**config.mk**
```make
export PLATFORM = sky130hd
export DESIGN_NAME = tap_controller
export DESIGN_NICKNAME = d
export VERILOG_FILES = /design/src/rtl/jtag_pkg.sv /design/src/rtl/tap_controller.sv
export SDC_FILE = /design/constraint.sdc
export NUM_CORES = 1
export LEC_CHECK = 0
export ABC_CLOCK_PERIOD_IN_PS = 1050
export CAP_MARGIN = 20
export CORE_MARGIN = 2
export CORE_UTILIZATION = 30
export CTS_CLUSTER_DIAMETER = 120
export CTS_CLUSTER_SIZE = 28
export DETAILED_ROUTE_END_ITERATION = 10
export DONT_BUFFER_PORTS = 1
export PLACE_DENSITY = 0.48
export SKIP_LAST_GASP = 1
export SLEW_MARGIN = 20
export SYNTH_ARGS = -nofsm -noshare
export SYNTH_HDL_FRONTEND = slang
export SYNTH_SLANG_ARGS = --single-unit
```
**constraint.sdc**
```tcl
create_clock -name TCK -period 1.05 [get_ports TCK]
set_input_delay 0.21 -clock TCK [delete_from_list [all_inputs] [get_ports TCK]]
set_output_delay 0.21 -clock TCK [all_outputs]
set_load 0.01 [all_outputs]
```
**src/rtl/jtag_pkg.sv**
```systemverilog
// Shared JTAG definitions used by the TAP controller, IR and decode stages.
//   tap_state_e  : 1149.1 TAP states with their standard 4-bit encodings
//   BYPASS_INST  : instruction code that selects the 1-bit bypass register
//   next_state() : TAP transition function, indexed by current state and TMS
package jtag_pkg;

   typedef enum logic [3:0] {
      ST_EXIT2_DR   = 4'h0,
      ST_EXIT1_DR   = 4'h1,
      ST_SHIFT_DR   = 4'h2,
      ST_PAUSE_DR   = 4'h3,
      ST_SELECT_IR  = 4'h4,
      ST_UPDATE_DR  = 4'h5,
      ST_CAPTURE_DR = 4'h6,
      ST_SELECT_DR  = 4'h7,
      ST_EXIT2_IR   = 4'h8,
      ST_EXIT1_IR   = 4'h9,
      ST_SHIFT_IR   = 4'hA,
      ST_PAUSE_IR   = 4'hB,
      ST_RUN_IDLE   = 4'hC,
      ST_UPDATE_IR  = 4'hD,
      ST_CAPTURE_IR = 4'hE,
      ST_TLR        = 4'hF
   } tap_state_e;

   // All-ones selects bypass, as the standard mandates.
   localparam logic [1:0] BYPASS_INST = 2'b11;

   function automatic tap_state_e next_state(input tap_state_e state, input logic tms);
      tap_state_e nxt;
      nxt = ST_TLR;
      case (state)
         ST_TLR:        nxt = tms ? ST_TLR       : ST_RUN_IDLE;
         ST_RUN_IDLE:   nxt = tms ? ST_SELECT_DR : ST_RUN_IDLE;
         ST_SELECT_DR:  nxt = tms ? ST_SELECT_IR : ST_CAPTURE_DR;
         ST_CAPTURE_DR: nxt = tms ? ST_EXIT1_DR  : ST_SHIFT_DR;
         ST_SHIFT_DR:   nxt = tms ? ST_EXIT1_DR  : ST_SHIFT_DR;
         ST_EXIT1_DR:   nxt = tms ? ST_UPDATE_DR : ST_PAUSE_DR;
         ST_PAUSE_DR:   nxt = tms ? ST_EXIT2_DR  : ST_PAUSE_DR;
         ST_EXIT2_DR:   nxt = tms ? ST_UPDATE_DR : ST_SHIFT_DR;
         ST_UPDATE_DR:  nxt = tms ? ST_SELECT_DR : ST_RUN_IDLE;
         ST_SELECT_IR:  nxt = tms ? ST_TLR       : ST_CAPTURE_IR;
         ST_CAPTURE_IR: nxt = tms ? ST_EXIT1_IR  : ST_SHIFT_IR;
         ST_SHIFT_IR:   nxt = tms ? ST_EXIT1_IR  : ST_SHIFT_IR;
         ST_EXIT1_IR:   nxt = tms ? ST_UPDATE_IR : ST_PAUSE_IR;
         ST_PAUSE_IR:   nxt = tms ? ST_EXIT2_IR  : ST_PAUSE_IR;
         ST_EXIT2_IR:   nxt = tms ? ST_UPDATE_IR : ST_SHIFT_IR;
         ST_UPDATE_IR:  nxt = tms ? ST_SELECT_DR : ST_RUN_IDLE;
         default:       nxt = ST_TLR;
      endcase
      return nxt;
   endfunction

endpackage

```
**src/rtl/tap_controller.sv**
```systemverilog
// IEEE 1149.1 TAP controller: state machine, per-state strobes, 1-bit bypass
// register and registered TDO output mux.
// Ports:
//   TCK                sole clock, rising edge
//   reset              synchronous active-high, forces Test-Logic-Reset
//   TMS, TDI           JTAG mode select / serial data in
//   inst               currently latched instruction (selects bypass)
//   tdo_dr, tdo_ir     serial outputs of the selected DR chain and IR chain
//   test_logic_reset   high while in Test-Logic-Reset
//   capturedr/shiftdr/updatedr/clockdr, captureir/shiftir/updateir
//                      Moore strobes, high for the cycles spent in each state
//   TDO, tdo_en        registered serial out and its valid flag
//   state              current TAP state encoding (debug)
module tap_controller
   import jtag_pkg::*;
#(
   parameter int              IR_W        = 2,
   parameter logic [IR_W-1:0] BYPASS_INST = jtag_pkg::BYPASS_INST
) (
   input  logic            TCK,
   input  logic            reset,
   input  logic            TMS,
   input  logic            TDI,
   input  logic [IR_W-1:0] inst,
   input  logic            tdo_dr,
   input  logic            tdo_ir,
   output logic            test_logic_reset,
   output logic            capturedr,
   output logic            shiftdr,
   output logic            updatedr,
   output logic            clockdr,
   output logic            captureir,
   output logic            shiftir,
   output logic            updateir,
   output logic            TDO,
   output logic            tdo_en,
   output logic [3:0]      state
);

   tap_state_e state_reg;
   logic       bypass_reg;
   logic       tdo_reg;
   logic       tdo_en_reg;
   logic       tdo_next;
   logic       bypass_sel;

   assign bypass_sel = (inst == BYPASS_INST);

   // State register; reset wins over TMS so a scan in progress is simply
   // abandoned without passing through any Update state.
   always_ff @(posedge TCK) begin
      if (reset) begin
         state_reg <= ST_TLR;
      end else begin
         state_reg <= next_state(state_reg, TMS);
      end
   end

   // Strobes are decoded straight from the state register, so each one is
   // high for exactly the cycles spent in its state. The TDO source select
   // is decoded here too since it keys off the same shift states.
   always_comb begin
      test_logic_reset = 1'b0;
      capturedr        = 1'b0;
      shiftdr          = 1'b0;
      updatedr         = 1'b0;
      captureir        = 1'b0;
      shiftir          = 1'b0;
      updateir         = 1'b0;
      case (state_reg)
         ST_TLR:        test_logic_reset = 1'b1;
         ST_CAPTURE_DR: capturedr        = 1'b1;
         ST_SHIFT_DR:   shiftdr          = 1'b1;
         ST_UPDATE_DR:  updatedr         = 1'b1;
         ST_CAPTURE_IR: captureir        = 1'b1;
         ST_SHIFT_IR:   shiftir          = 1'b1;
         ST_UPDATE_IR:  updateir         = 1'b1;
         default:       ;
      endcase
      clockdr = capturedr | shiftdr;

      tdo_next = 1'b0;
      if (shiftir) begin
         tdo_next = tdo_ir;
      end else if (shiftdr) begin
         tdo_next = bypass_sel ? bypass_reg : tdo_dr;
      end
   end

   // Bypass register: captures 0, shifts TDI, and is cleared whenever the
   // TAP sits in Test-Logic-Reset (whether reached by reset or by TMS).
   always_ff @(posedge TCK) begin
      if (reset || state_reg == ST_TLR) begin
         bypass_reg <= 1'b0;
      end else if (bypass_sel && capturedr) begin
         bypass_reg <= 1'b0;
      end else if (bypass_sel && shiftdr) begin
         bypass_reg <= TDI;
      end
   end

   // Output register: TDO and its valid flag lag the shift cycle by one TCK.
   always_ff @(posedge TCK) begin
      if (reset) begin
         tdo_reg    <= 1'b0;
         tdo_en_reg <= 1'b0;
      end else begin
         tdo_reg    <= tdo_next;
         tdo_en_reg <= shiftdr | shiftir;
      end
   end

   assign TDO    = tdo_reg;
   assign tdo_en = tdo_en_reg;
   assign state  = state_reg;

endmodule
```
==> results summary, run 1 <==
The run finished, with violations left. The checks that failed: negative setup slack. The accumulated negative setup slack came out at -2.59 ns.

The initial antenna violation count is 0. The worst register-to-register path begins at state[3]. The critical path class is flip-flop to primary output. The fmax is 0.753 GHz. The number of levels in the clock H-tree is 1. The worst ir drop on vdd came out at 862 uV.

The post-synthesis to final-layout area growth came out at 77.2%. The most used flip-flop cell after synthesis is sky130_fd_sc_hd__dfxtp_1. No sink is reached through more buffers than the 2 on the longest clock path. The final critical path time including I/O delays and setup is 1.33 ns.

The clock tree root driver cell is sky130_fd_sc_hd__clkbuf_4. Across the run, the number of max-cap violations was 0. The initialized floorplan defines 13 standard-cell rows.

In this run the critical register-to-register path is captured at bypass_reg. The worst hold endpoint is tdo_en. For the final database, setup skew stands at 0.00927 ns. The type of destination of the critical path is a primary output.

The final RePlAce weighted congestion came out at 0.798. For this block, the initial DRC count from the detailed router was 2. The worst stage delay on the critical path is 0.38 ns. The height of the die is 41.0 um. Total power for the finished layout comes to 990 uW.

The number of remaining DRC errors came out at 0. The clock drives 7 sinks. The utilization after layout is 56.8%. The post-synthesis area per instance is 8.40 um2. The sum of net half-perimeters after detailed placement is 768 um. For this run, the total global-route usage over all layers was measured as 20.7%.

The register bit count reported by yosys is 7. The horizontal die dimension came out at 41.0 um. The share of the Yosys chip area taken by registers is 34.0%.

The count of nets after finishing came out at 78. The combinational share of power is 40.3%. The post-detailed-route wirelength per cell came out at 16.3 um.

The internal power summed over all cells is 650 uW. At the worst endpoint, the arrival time is 1.12 ns. The worst slew margin relative to its limit is 83.0%.

The initial utilization of the core area, before any placement, comes to 32.0%. The power per cell area is 1360 mW/mm2. The number of inserted diodes is 0. At the later pin of the worst-skew pair, clock insertion delay measures 0.26 ns. The static power due to leakage came out at 0.325 nW. The warning count from the yosys run came out at 0. The maximum fanout along the worst path is 5. The final global-route overflow total is 0. The number of enable flip-flop cells after synthesis came out at 0. The type of the most critical hold path is input port to flip-flop. The net count of the mapped netlist is 57. The count of TritonRoute iterations in the first routing pass is 4.

The clock power share came out at 25.1%. The launching element type of the critical path is a flip-flop. The region available for standard cell placement spans 0.00128 mm2. The TritonCTS buffer count is 3. Across all register-to-register paths, the minimum setup slack is -0.14 ns. The standard cell with the maximum stage delay on the critical path is sky130_fd_sc_hd__dfxtp_4.

The cell count after synthesis came out at 49. Sequential cells account for 34.6% of the total power. The total die area came out at 0.00168 mm2. The number of distinct library cell variants in the gate-level netlist after synthesis is 23.

In the synthesized netlist the async set-or-reset flop fraction comes to 0%. The number of fill cells is 114. The share of the clock period used by the worst path after layout is 126%. The required arrival time at the worst endpoint came out at 0.84 ns. The number of global-route vias before repair was 446.

For the pin with the worst max-slew slack, the measured transition is 0.253 ns. The first-pass GRT wire length came out at 2140 um. The number of I/O port buffers is 0. The clock slew seen by the registers of the worst setup and hold paths is 0.06 ns.

The residual antenna-violating net count after detailed routing came out at 0. During I/O placement, the number of pins put on the boundary was 22. Entering global routing, the biggest net connects 9 pins. After layout, the worst setup slack is -0.277 ns. The register with the most flip-flops in the layout has 4 of them. The mapped cell area came out at 412 um2.

The final layout contains routed wiring with a total length of 1370 um. The net switching power is 341 uW. The count of pins over their slew limit was 0.

The path depth of the worst reg2reg path is 3. The average vias per placed instance is 5.32. The final hold violation count came out at 0. In this run the most critical hold path is launched from reset. The cell depth of the worst hold path came out at 1. Walking the worst path, the cells encountered are nor4b_4 > buf_4. Setup repair after global routing could not meet its margin everywhere. The total vias in the final route came out at 447. The final-report setup violation count is 16.

The switching share of total power is 34.4%. The layout cell share with drive strength beyond 1 is 60.9%. The clock tree from TritonCTS is built.
-- logic make-up (layout without fill, tap and decap cells) --
| kind of cell | Yosys count | after routing | share of synthesized area, % |
|---|---|---|---|
| AO/OA/AOI/OAI | 9 | 9 | 16.4 |
| buffers and inverters | 6 | 26 | 8.21 |
| flip-flops | 7 | 7 | 34.0 |
| multiplexers | 2 | 2 | 5.17 |
| AND/OR/NAND/NOR | 25 | 25 | 36.2 |
-- power by group through the flow --
stage | clock [mW] | combinational [mW] | sequential, mW
after floorplan | 0 | 0.185 | 0.324
after global placement | 0 | 0.252 | 0.337
after detailed placement | 0 | 0.253 | 0.337
after CTS | 0.253 | 0.344 | 0.338
after global routing | 0.276 | 0.434 | 0.345
final | 0.249 | 0.399 | 0.342
-- critical path: cells and delay by family (launching register included) --
kind                   cells  cell delay [ns]
buffers and inverters      1             0.17
flip-flops                 1             0.38
AND/OR/NAND/NOR            1             0.31
-- synth_stat cells (2+ instances only) --
master,number,area share (%)
sky130_fd_sc_hd__a31oi_1,2,3.0
sky130_fd_sc_hd__buf_2,3,3.6
sky130_fd_sc_hd__nand3_1,2,2.4
sky130_fd_sc_hd__o21ai_0,2,2.4
sky130_fd_sc_hd__dfxtp_1,7,34
sky130_fd_sc_hd__nand2b_1,3,4.6
sky130_fd_sc_hd__a21oi_1,2,2.4
sky130_fd_sc_hd__nor2_1,6,5.5
sky130_fd_sc_hd__inv_1,2,1.8
sky130_fd_sc_hd__nor3_1,2,2.4
sky130_fd_sc_hd__nand2_1,5,4.6
sky130_fd_sc_hd__nor3b_1,2,3.6
-- cell usage in the layout (no fill, tap or decap), drive strengths merged, types with 2 or more instances in the layout --
master,Yosys,final
nor3b,2,2
buf,4,20
nand3,2,2
nor3,2,2
a31oi,2,2
o21ai,2,2
nor4b,2,2
dfxtp,7,7
clkbuf,0,4
nand2b,3,3
inv,2,2
nor2,6,6
a21oi,2,2
nand2,5,5
-- how the worst max path moves through the flow --
| stage | end | start |
|---|---|---|
| 3_3_place_gp | bypass_reg | state[2] |
| 3_5_place_dp | clockdr | state[0] |
| 4_1_cts | updatedr | state[2] |
| 2_1_floorplan | bypass_reg | state[2] |
| 6_report | shiftdr | state[3] |
| 5_1_grt | shiftir | state[0] |
-- what timing repair did --
action	in CTS	in global routing
cloned	0	0
setup buffers	4	1
setup endpoints to repair	13	17
hold buffers	0	0
pin swaps	5	8
resized for setup	24	9
-- layout make-up --
class,count,area [um2],area share [%]
Timing Repair Buffer,20,188,25.7
Multi-Input combinational cell,36,332,45.5
Inverter,2,10.0,1.37
Sequential cell,7,155,21.3
Clock buffer,4,26.3,3.60
Tap cell,15,18.8,2.57
-- per-layer routing --
metal,vias up,routed length (um),GRT usage (%)
met2,13,727,35.5
li1,216,-,-
met5,-,0,0
met3,4,64,5.98
met1,214,543,21.8
met4,0,36,12.5
-- metrics by stage --
step	hold WS [ns]	cell area [um2]	setup slack [ns]	cells
after floorplan	0.290	442	-0.107	49
after global placement	0.294	538	-0.0348	75
after detailed placement	0.294	538	-0.0500	75
after CTS	0.0321	681	-0.257	83
after global routing	0.0138	729	-0.320	84
final	0.0278	729	-0.277	84
Note: power is estimated with default switching activity, not from simulation.
==> run 2: changes to the inputs <==
--- a/config.mk
+++ b/config.mk
@@ -5,12 +5,13 @@
 export SDC_FILE = /design/constraint.sdc
 export NUM_CORES = 1
 export LEC_CHECK = 0
+export ABC_AREA = 0
 export ABC_CLOCK_PERIOD_IN_PS = 1050
 export CAP_MARGIN = 20
 export CORE_MARGIN = 2
 export CORE_UTILIZATION = 30
 export CTS_CLUSTER_DIAMETER = 120
-export CTS_CLUSTER_SIZE = 28
+export CTS_CLUSTER_SIZE = 8
 export DETAILED_ROUTE_END_ITERATION = 10
 export DONT_BUFFER_PORTS = 1
 export PLACE_DENSITY = 0.48
==> results of run 2 <==
Final layout, timing and power as in run 1 (identical DEF).
==> run 3: changes to the inputs <==
--- a/config.mk
+++ b/config.mk
@@ -10,6 +10,7 @@
 export CAP_MARGIN = 20
 export CORE_MARGIN = 2
 export CORE_UTILIZATION = 30
+export CTS_BUF_LIST = sky130_fd_sc_hd__clkbuf_4 sky130_fd_sc_hd__clkbuf_8
 export CTS_CLUSTER_DIAMETER = 120
 export CTS_CLUSTER_SIZE = 8
 export DETAILED_ROUTE_END_ITERATION = 10
==> run 3 against run 2 <==
Against the previous run: the flow still finishes with violations (negative setup slack); non-clock buffer count unchanged; design area up 0.51%; clock power up 11%; global-route usage down 0.56 points; clock skew down 0.0040 ns; cell count unchanged; total power up 2.5%; setup slack better by 0.0081 ns; clock-buffer cell count unchanged; first-iteration DRC count rose to 4.5 times the previous value; via count down 2.2%; sequential share of layout area down 0.11 points; critical endpoint unchanged.
==> results summary, run 3 (synthesis gave the netlist of run 1 again) <==
The minimum setup slack among reg-to-reg paths came out at -0.14 ns. The clock drives 7 sinks. The final RePlAce weighted congestion came out at 0.798. The total routing resource utilization after global routing came out at 20.1%. The worst ir drop on vdd came out at 722 uV. The TritonCTS buffer count is 3.

The height of the die is 41.0 um. The clock latency on the worst-skew pair came out at 0.25 ns. The total vias in the final route came out at 437. The sum of net half-perimeters after detailed placement came out at 768 um. The proportion of power drawn by flip-flops and latches is 33.7%.

The cell area after placement came out at 538 um2. The launching element type of the critical path is a flip-flop. The initial antenna violation count came to 0.

In the layout the commonest cells are sky130_fd_sc_hd__buf_6 (10), sky130_fd_sc_hd__buf_4 (10), sky130_fd_sc_hd__nand2_1 (4), sky130_fd_sc_hd__clkbuf_4 (4), sky130_fd_sc_hd__dfxtp_4 (4). The number of levels in the clock H-tree came out at 1. The final-report setup violation count came out at 16. Relative to the synthesized area, the layout overhead comes to 78.1%. Registers take 155 um2.

The total die area is 0.00168 mm2. After layout, the minimum clock period comes to 1.32 ns. The wire length reported by the detailed router came out at 1280 um. The final reports fail on negative setup slack. The initial cell density of the core came out at 32.0%.

After layout, the worst setup slack is -0.269 ns. The number of remaining DRC errors is 0. The internal portion of the total power is 675 uW. The cell row count is 13. The first-pass GRT wire length came out at 2100 um.

The clock tree from TritonCTS is built. The worst stage delay on the critical path came out at 0.38 ns. The type of destination of the critical path is a primary output.

The number of flip-flops under the largest register name came out at 4. Summing all multi-input logic gate instances after layout gives 332 um2. Max-cap violations in this run came to 0. Before antenna repair, the detailed router went through 3 iterations. The count of pins over their slew limit is 0. The repair_antennas step left the layout with diodes totalling 0. Setup repair after global routing could not meet its margin everywhere.

The switching share of total power came out at 33.5%. The maximum fanout along the worst path is 5. After detailed routing, the average wire length per cell comes to 15.2 um.

The maximum clock insertion buffer count is 2. The type of the most critical hold path is input port to flip-flop. The number of global-route vias before repair is 441. Traced cell by cell, the critical path runs through nor4b_4 > buf_4. The number of I/O port buffers came out at 0. The critical path ends at shiftdr. The residual antenna-violating net count after detailed routing is 0. The horizontal die dimension came out at 41.0 um. The required arrival time at the worst endpoint came out at 0.84 ns. The layout cell share with drive strength beyond 1 is 62.3%. The design area is 733 um2. In this run the number of cells on the critical path is 2. The cell sitting at the root of the clock tree is a sky130_fd_sc_hd__clkbuf_4. The buffers plus inverters on the worst setup path is 1. After detailed routing, the number of vias per cell comes to 5.20.

The maximum clock skew at final layout is 0.00528 ns. The critical path is of the flip-flop to primary output type. Entering global routing, the biggest net connects 9 pins. The number of fill cells is 112. The run finished, with violations left. The path depth of the worst reg2reg path is 3. In this run the power density over the cells is 1380 mW/mm2. The final hold violation count is 0. The core area is 0.00128 mm2. The static power due to leakage came out at 0.329 nW. The net switching power is 340 uW. The slowest stage of the critical path belongs to the cell sky130_fd_sc_hd__dfxtp_4. The initial detailed-routing violation count came out at 9. The arrival time at the worst endpoint is 1.11 ns. The count of hold-fix buffers inserted at cts is 0.

In the final design database the tool counted 78 nets. For the pin with the worst max-slew slack, the measured transition is 0.263 ns. The top-level I/O count came out at 22. The final global-route overflow total is 0. The first element of the critical path is state[3]. The setup slack at placement came out at -0.0500 ns. The clock power share is 27.3%.

The endpoint identified for the worst register-to-register timing path is bypass_reg. Broken down by cell family, the worst path's largest delay share belongs to flip-flops. The combinational share of power came out at 39.0%. In this run the critical register-to-register path is launched from state[3]. After clock tree synthesis, the clock-pin slew on the worst setup and hold paths is 0.06 ns. For this run, the top clock speed supported by timing is 0.758 GHz.

In the finished design, the share of the clock period the worst path needs comes to 126%. Measured against its own limit, the worst slew margin works out to 82.4%.
run 3: what timing repair did:
action | 4_1_cts | 5_1_grt
buffers inserted | 4 | 1
pin swaps | 5 | 8
gates resized for setup | 24 | 9
endpoints found under the setup margin | 13 | 17
run 3: final cells by class:
type	instances	area share (%)
multi-input cells	36	45.2
flip-flops and latches	7	21.2
inverters	2	1.37
clock buffers	4	4.10
well taps	15	2.56
repair buffers	20	25.6
run 3: how the worst min path moves through the flow:
stage / from / end / slack [ns] / depth (start not counted)
CTS: reset / bypass_reg / 0.03 / 1
floorplan: reset / bypass_reg / 0.29 / 1
global placement: reset / bypass_reg / 0.29 / 1
finish: reset / tdo_en / 0.03 / 1
detailed placement: reset / bypass_reg / 0.29 / 1
global route: reset / tdo_en / 0.01 / 1
run 3: power groups by stage:
stage	logic, mW	clock network (mW)	registers [mW]
2_1_floorplan	0.185	0	0.324
3_3_place_gp	0.252	0	0.337
3_5_place_dp	0.253	0	0.337
4_1_cts	0.344	0.279	0.338
5_1_grt	0.430	0.302	0.345
6_report	0.396	0.277	0.342
run 3: metal layers:
layer | global-route usage (%) | part of all wire, % | vias to the layer above
met3 | 5.43 | 4.9 | 0
met4 | 10.0 | 0 | 0
met2 | 34.8 | 52 | 11
met1 | 22.1 | 43 | 211
li1 | - | - | 215
met5 | 0 | 0 | -
run 3: through the flow:
step | hold slack (ns) | TNS [ns] | utilization [%] | std cells | power, mW
after floorplan | 0.290 | -0.185 | - | 49 | 0.508
after CTS | 0.0330 | -2.34 | 53.3 | 83 | 0.961
final | 0.0274 | -2.48 | 57.1 | 84 | 1.01
after global routing | 0.0141 | -3.21 | 57.1 | 84 | 1.08
after detailed placement | 0.294 | -0.222 | 41.9 | 75 | 0.590
after global placement | 0.294 | -0.107 | 41.9 | 75 | 0.589
